**config.mk**
```make
export PLATFORM = sky130hd
export DESIGN_NAME = idex_hazard_stage
export DESIGN_NICKNAME = d
export VERILOG_FILES = /design/src/rtl/idex_hazard_stage_pkg.sv /design/src/rtl/idex_hazard_stage_hazard_detect.sv /design/src/rtl/idex_hazard_stage.sv
export SDC_FILE = /design/constraint.sdc
export NUM_CORES = 1
export LEC_CHECK = 0
export CAP_MARGIN = 20
export CORE_MARGIN = 1
export CORE_UTILIZATION = 45
export DETAILED_ROUTE_END_ITERATION = 16
export HOLD_SLACK_MARGIN = 0.1
export PLACE_DENSITY = 0.86
export SYNTH_ARGS = -nofsm -noshare
export SYNTH_HDL_FRONTEND = slang
export SYNTH_SLANG_ARGS = --single-unit
export TNS_END_PERCENT = 50
```
**constraint.sdc**
```tcl
create_clock -name clk -period 2.83 [get_ports clk]
set_input_delay 0.566 -clock clk [delete_from_list [all_inputs] [get_ports clk]]
set_output_delay 0.566 -clock clk [all_outputs]
set_load 0.05 [all_outputs]
```
**src/rtl/idex_hazard_stage_pkg.sv**
```systemverilog
// Shared CPU pipeline definitions: datapath widths and the ID/EX control record
// that the EX/MEM stage also reuses.
package idex_hazard_stage_pkg;
   localparam int DATA_W = 16;
   localparam int REG_AW = 4;
   localparam int OP_W   = 4;

   typedef struct packed {
      logic            valid;
      logic            regwrite;
      logic            memread;
      logic            memwrite;
      logic [OP_W-1:0] aluop;
   } idex_ctrl_t;
endpackage

```
**src/rtl/idex_hazard_stage_hazard_detect.sv**
```systemverilog
// Load-use hazard detector: a load in EX whose destination is read by the
// instruction in decode. Register 0 is an ordinary register here.
module hazard_detect #(
   parameter int REG_AW = 4
) (
   input  logic              i_id_valid,
   input  logic [REG_AW-1:0] i_id_r1,
   input  logic [REG_AW-1:0] i_id_r2,
   input  logic              i_id_use_r1,
   input  logic              i_id_use_r2,
   input  logic              i_ex_valid,
   input  logic              i_ex_memread,
   input  logic [REG_AW-1:0] i_ex_rd,
   output logic              o_load_use
);
   logic w_hit_r1, w_hit_r2;

   assign w_hit_r1   = i_id_use_r1 && (i_id_r1 == i_ex_rd);
   assign w_hit_r2   = i_id_use_r2 && (i_id_r2 == i_ex_rd);
   assign o_load_use = i_id_valid && i_ex_valid && i_ex_memread && (w_hit_r1 || w_hit_r2);
endmodule

```
**src/rtl/idex_hazard_stage.sv**
```systemverilog
// ID/EX pipeline register with load-use stall, flush and EX-hold handling,
// plus a saturating count of inserted load-use bubbles.
module idex_hazard_stage #(
   parameter int DATA_W = idex_hazard_stage_pkg::DATA_W,
   parameter int REG_AW = idex_hazard_stage_pkg::REG_AW,
   parameter int OP_W   = idex_hazard_stage_pkg::OP_W
) (
   input  logic              clk,
   input  logic              rst_n,
   input  logic              id_valid,
   input  logic [REG_AW-1:0] id_r1,
   input  logic [REG_AW-1:0] id_r2,
   input  logic              id_use_r1,
   input  logic              id_use_r2,
   input  logic [REG_AW-1:0] id_rd,
   input  logic [DATA_W-1:0] id_op1,
   input  logic [DATA_W-1:0] id_op2,
   input  logic [DATA_W-1:0] id_imm,
   input  logic [OP_W-1:0]   id_aluop,
   input  logic              id_regwrite,
   input  logic              id_memread,
   input  logic              id_memwrite,
   input  logic              ex_hold,
   input  logic              flush,
   output logic              ex_valid,
   output logic [REG_AW-1:0] ex_r1,
   output logic [REG_AW-1:0] ex_r2,
   output logic [REG_AW-1:0] ex_rd,
   output logic [DATA_W-1:0] ex_op1,
   output logic [DATA_W-1:0] ex_op2,
   output logic [DATA_W-1:0] ex_imm,
   output logic [OP_W-1:0]   ex_aluop,
   output logic              ex_regwrite,
   output logic              ex_memread,
   output logic              ex_memwrite,
   output logic              stall,
   output logic [7:0]        bubble_cnt
);
   import idex_hazard_stage_pkg::*;

   localparam int CTRL_OP_W = idex_hazard_stage_pkg::OP_W;

   idex_ctrl_t        r_ctrl;
   logic [REG_AW-1:0] r_r1, r_r2, r_rd;
   logic [DATA_W-1:0] r_op1, r_op2, r_imm;
   logic [7:0]        r_bubble_cnt;
   logic              w_load_use;
   logic              w_bubble;

   hazard_detect #(.REG_AW(REG_AW)) u_hazard_detect (
      .i_id_valid   (id_valid),
      .i_id_r1      (id_r1),
      .i_id_r2      (id_r2),
      .i_id_use_r1  (id_use_r1),
      .i_id_use_r2  (id_use_r2),
      .i_ex_valid   (r_ctrl.valid),
      .i_ex_memread (r_ctrl.memread),
      .i_ex_rd      (r_rd),
      .o_load_use   (w_load_use)
   );

   // A flush kills the decode slot, so a hazard against it needs no stall.
   assign stall    = ex_hold | (w_load_use & ~flush);
   assign w_bubble = flush | w_load_use;

   always_ff @(posedge clk or negedge rst_n) begin
      if (!rst_n) begin
         r_ctrl <= '0;
         r_r1   <= '0;
         r_r2   <= '0;
         r_rd   <= '0;
         r_op1  <= '0;
         r_op2  <= '0;
         r_imm  <= '0;
      end else if (!ex_hold) begin
         if (w_bubble) begin
            r_ctrl.valid    <= 1'b0;
            r_ctrl.regwrite <= 1'b0;
            r_ctrl.memread  <= 1'b0;
            r_ctrl.memwrite <= 1'b0;
         end else begin
            r_ctrl.valid    <= id_valid;
            r_ctrl.regwrite <= id_valid & id_regwrite;
            r_ctrl.memread  <= id_valid & id_memread;
            r_ctrl.memwrite <= id_valid & id_memwrite;
            r_ctrl.aluop    <= CTRL_OP_W'(id_aluop);
            r_r1            <= id_r1;
            r_r2            <= id_r2;
            r_rd            <= id_rd;
            r_op1           <= id_op1;
            r_op2           <= id_op2;
            r_imm           <= id_imm;
         end
      end
   end

   always_ff @(posedge clk or negedge rst_n) begin
      if (!rst_n)
         r_bubble_cnt <= '0;
      else if (!ex_hold && !flush && w_load_use && (r_bubble_cnt != 8'hFF))
         r_bubble_cnt <= r_bubble_cnt + 8'd1;
   end

   assign ex_valid    = r_ctrl.valid;
   assign ex_regwrite = r_ctrl.regwrite;
   assign ex_memread  = r_ctrl.memread;
   assign ex_memwrite = r_ctrl.memwrite;
   assign ex_aluop    = OP_W'(r_ctrl.aluop);
   assign ex_r1       = r_r1;
   assign ex_r2       = r_r2;
   assign ex_rd       = r_rd;
   assign ex_op1      = r_op1;
   assign ex_op2      = r_op2;
   assign ex_imm      = r_imm;
   assign bubble_cnt  = r_bubble_cnt;
endmodule

```
### Word-level counts from Yosys, hierarchy flattened

Cells that the tools add are included.

* bits in registers: 76
* bits of input ports: 74
* logic and storage cells: 38

* $add $sub $neg: 1
* equal/unequal tests: 3
* mux-type cells: 1
* bitwise operators: 9
* reduce and logical (&&, ||, !) cells: 12

Operators with widths (number)
* $add 8x1->8 const B: 1
* $eq 4x4->1: 2
* $logic_and 1x1->1: 8
* $ne 8x8->1 const B: 1
* $and 1x1->1: 4
* $mux 4: 1
* $not 1->1: 3
* $logic_not 1->1: 2
* $or 1x1->1: 2
* $reduce_and 2->1: 1
* $logic_or 1x1->1: 1

### Longest topological paths before layout

* depth after elaboration: 7
* gate-level depth with buffers: 8

### By module

Synthesis repeated with hierarchy kept, for this count alone.

* cells, all modules: 203
* area total of the unflattened synthesis: 3081.7 um^2

Modules (own cells, without submodules)
* idex_hazard_stage: instances 1, cells an instance 189, area each 2979.1 um^2, seq. area each 1901.8 um^2
* hazard_detect: instances 1, cells an instance 14, area each 102.6 um^2, seq. area each 0.0 um^2

### Worst setup path after synthesis

No wires, ideal clock.

* path type: register to output
* from: register r_rd[1] (netlist: ex_rd[1])
* to: output port stall
* arrival: 2046 ps
* path slack: 218 ps
* cell stages (with the launch flop): 6
* path buffers: 1
* cells stage by stage: dfrtp_1 xnor2_1 nand4_1 o22a_1 buf_6 o21bai_1

* longest elaborated chain between the ends: 6

RTL lines
* start, declared: line idex_hazard_stage.sv:44 `logic [REG_AW-1:0] r_r1, r_r2, r_rd;`
* start signal, assigned: line idex_hazard_stage.sv:89 `r_rd <= id_rd;`
* $eq 4x4->1 (on tied branches): line idex_hazard_stage_hazard_detect.sv:18, idex_hazard_stage_hazard_detect.sv:19
* $logic_and 1x1->1 (on tied branches): line idex_hazard_stage_hazard_detect.sv:18, idex_hazard_stage_hazard_detect.sv:19
* $logic_or 1x1->1 *: line idex_hazard_stage_hazard_detect.sv:20 `assign o_load_use = i_id_valid && i_ex_valid && i_ex_memread && (w_hit_r1 || w_hit_r2);`
* $logic_and 1x1->1 *: line idex_hazard_stage_hazard_detect.sv:20
* $and 1x1->1 *: line idex_hazard_stage.sv:63 `assign stall = ex_hold | (w_load_use & ~flush);`
* $or 1x1->1 *: line idex_hazard_stage.sv:63
* end, declared: line idex_hazard_stage.sv:36 `output logic stall,`

Every way passes the cells marked *; elsewhere a longest branch is shown, timed or not.

### Worst setup path in the final report

* from: input port id_r2[2]
* to: output port stall

* longest elaborated chain between the ends: 6

RTL lines
* start, declared: line idex_hazard_stage.sv:12 `input logic [REG_AW-1:0] id_r2,`
* $eq 4x4->1: line idex_hazard_stage_hazard_detect.sv:19 `assign w_hit_r2 = i_id_use_r2 && (i_id_r2 == i_ex_rd);`
* $logic_and 1x1->1: line idex_hazard_stage_hazard_detect.sv:19
* $logic_or 1x1->1: line idex_hazard_stage_hazard_detect.sv:20
* $logic_and 1x1->1: line idex_hazard_stage_hazard_detect.sv:20
* $and 1x1->1: line idex_hazard_stage.sv:63
* $or 1x1->1: line idex_hazard_stage.sv:63

No other way between the ends.

==> metrics.md <==
| Metric | Value |
|---|---|
| GRT Total Usage | 19.9% |
| Largest area contributor in the netlist | dfrtp_1 |
| Mapped Area | approximately 3300 um^2 |
| First-pass GRT wire length | between 10 and 15 mm |
| CTS tree | built |
| Yosys top cell area share | between 50% and 60% |
| Max-cap violations | 0 |
| Synth warn | 0 |
| Critical Path Max Stage Delay | about 510 ps |
| Post-CTS Setup Bufs | 0 |
| Tightest Pin Transition | 931 ps |
| Clk Latency, worst-skew pair | roughly 340 ps |
| CP delay by family, top | buffers and inverters |
| Iteration-0 DRC Markers | between 50 and 60 |
| Post-CTS Hold Buffers | 0 |
| Yosys cell types | 23 |
| Worst Path Arrival | ~2000 ps |
| Max Slew Vio Count | 0 |
| Via count | between 2000 and 2500 |
| ANT nets after route | 0 |
| Root buffer cell | clkbuf_8 |
| Clock period minus worst slack | around 2600 ps |
| Initial core utilization | between 40% and 50% |
| Setup CP Type | in2out |
| Setup-failing EPs final | 0 |
| Pin count of the biggest net entering global routing | 77 |
| Die width | about 88 um |
| Dpl hpwl | 5.38 mm |
| Post_cts resized | 0 |
| Drt first pass iters | 4 |
| Worst min-delay path class | in2async |
| Clk slew on worst S/H paths | about 80 ps |
| Synthesized flop and latch total | 76 |
| Buf+Inv Stages, Crit Path | 2 |
| Worst vdd ir | ~360 uV |
| CTS sink count | 76 |
| Final Hold Fails | 0 |
| Final wirelength | 7.30 mm |
| GRT overflow | 0 |
| Placed cell area | approximately 4800 um^2 |
| Share of cells above drive strength 1 | 24.5% |
| DR vias/cell | about 4.8 |
| Power Density | 671 nW/um^2 |
| Synth area leaders | dfrtp_1 (58%), mux2_4 (25%), mux2_2 (3.1%), buf_12 (3.0%), xnor2_1 (2.4%) |
| DR WL/cell | 16.2 um |
| Maximum root-to-sink buffer count | 2 |
| Max_slew headroom | between 30% and 40% |
| IO Pins | roughly 150 |
| Cells after Synth | about 190 |
| CTS buffer count | 9 |
| Maximum clock rate | 386 MHz |
| Hold Slack | approximately 360 ps |
| Worst setup SP type | input pin |
| Critical path's slowest cell | clkdlybuf4s50_1 |
| CORE AREA | about 7000 um^2 |
| CTS HTree Levels | 3 |
| ANT cells | 0 |
| Setup WS pre-CTS | ~250 ps |
| Die height | roughly 88 um |
| Initial antenna violation count | 0 |
| Net Count, Synth | about 270 |
| Vias in the first global route | ~2300 |
| Synthesized area per cell | 17.0 um^2 |
| Final Net Count | roughly 430 |
| Seq/Total Area, Yosys | 57.5% |
| # DRC | 0 |
| Status | finished, final reports clean |
| Row count | 30 |
| Clock Skew | approximately 5.6 ps |
| RePlAce Congestion | 0.739 |
| Period Utilization, post-route | around nine tenths |
| Crit path cell chain | clkdlybuf4s50_1 -> xnor2_1 -> nand4_1 -> o22a_1 -> o21bai_1 -> buf_12 |
| Port-buffer cells | 150 |
| WP data required | around 2300 ps |
| RSZ-0062 raised after global routing | no |
| Leakage | around 0.0022 uW |
| Total power draw | about 3400 uW |
| Area added between synthesis and finish | 53.4% |
| Finished Cell Area | 5070 um^2 |
| Fill count | 450 |
| Worst setup EP type | output pin |
| Final TNS setup | 0 ps |
| Die area | 7690 um^2 |
| PnR worst setup slack | between 200 and 250 ps |
| Critical-path maximum fanout | 4 |
==> per-layer routing <==
layer | track usage, % | vias to the layer above | wire length (um)
met5 | 0 | - | 0
met4 | 9.39 | 0 | 121
met3 | 5.94 | 12 | 633
met2 | 31.3 | 102 | 3440
met1 | 25.2 | 1041 | 3110
li1 | - | 997 | -
==> power breakdown <==
group,leakage [uW],total [uW],internal [uW],switching [uW]
clock network,0.000112,883,502,380
logic,0.00118,1210,523,683
registers,0.000916,1310,1220,89.3
total,0.00221,3400,2250,1150
==> worst reg2reg max path, delay by kind of cell (launching register included) <==
kind / cells / cell delay [ps]
xor gates and xnor gates: 1 / 210
DFF: 1 / 450
muxes: 1 / 340
and+or+nand+nor: 2 / 310
buffers and inverters: 1 / 190
AOI/OAI and AO/OA: 1 / 260
==> cell usage after synthesis (all sizes together) <==
| cell type | instances |
|---|---|
| dfrtp | 76 |
| mux2 | 65 |
| xnor2 | 9 |
| buf | 8 |
| xor2 | 6 |
| nand4 | 5 |
| nand2 | 4 |
| a32o | 3 |
| nand3 | 3 |
| nor4 | 3 |
| nor2 | 2 |
| a22o | 1 |
| and2 | 1 |
| ha | 1 |
| nand2b | 1 |
| nor3 | 1 |
| nor4b | 1 |
| o21a | 1 |
| o21ai | 1 |
| o21bai | 1 |
| o22a | 1 |
==> cell usage in the layout (no fill, tap or decap), types with 2 or more instances in the layout <==
cell type,count
clkdlybuf4s50_1,148
dfrtp_1,76
mux2_4,56
clkbuf_8,13
xnor2_1,9
mux2_2,9
xor2_1,6
nand4_1,5
nand2_1,4
nand3_1,3
nor4_1,3
a32o_1,3
buf_12,3
nor2_1,2
buf_4,2
==> worst paths after layout <==
| kind | start | to | slack, ps | cells past startpoint |
|---|---|---|---|---|
| worst max-delay path | id_r2[2] | stall | 240 | 6 |
| worst min register to register | ex_memwrite | ex_memwrite | 500 | 1 |
| worst min-delay path | rst_n | ex_op2[3] | 360 | 1 |
| worst max register to register | ex_rd[2] | ex_op1[3] | 950 | 6 |
| min in group clk | ex_memwrite | ex_memwrite | 500 | 1 |
| max in group asynchronous | rst_n | ex_rd[0] | 1860 | 1 |
==> layout make-up <==
type | instances | area [um^2] | share of cell area, %
clock buffer | 13 | 179 | 3.53
clock inverter | 3 | 42.5 | 0.839
multi-input combinational | 110 | 1270 | 25.0
sequential | 76 | 1900 | 37.5
tap | 96 | 120 | 2.37
timing repair buffer | 153 | 1560 | 30.7
==> flip-flops by register name (all words and copies together) (netlist names) <==
register,flops
ex_valid,1
ex_regwrite,1
bubble_cnt,8
ex_op2,16
ex_aluop,4
ex_r2,4
ex_r1,4
ex_memread,1
ex_op1,16
ex_rd,4
ex_memwrite,1
ex_imm,16
==> logic make-up after synthesis <==
group	count (synthesis)	synth area share, %
mux	65	28.5
xor+xnor	15	3.97
flops	76	57.5
simple gates	21	3.52
compound gates	8	2.04
buf+inv	8	4.05
fa+ha+maj	1	0.378
==> metrics by stage <==
| stage | instances | util (%) |
|---|---|---|
| after detailed placement | 435 | 69.8 |
| after floorplan | 194 | - |
| after CTS | 451 | 73.0 |
| after global placement | 435 | 69.8 |
| final | 451 | 73.0 |
| after global routing | 451 | 73.0 |
Power figures use the tool's default switching activity.
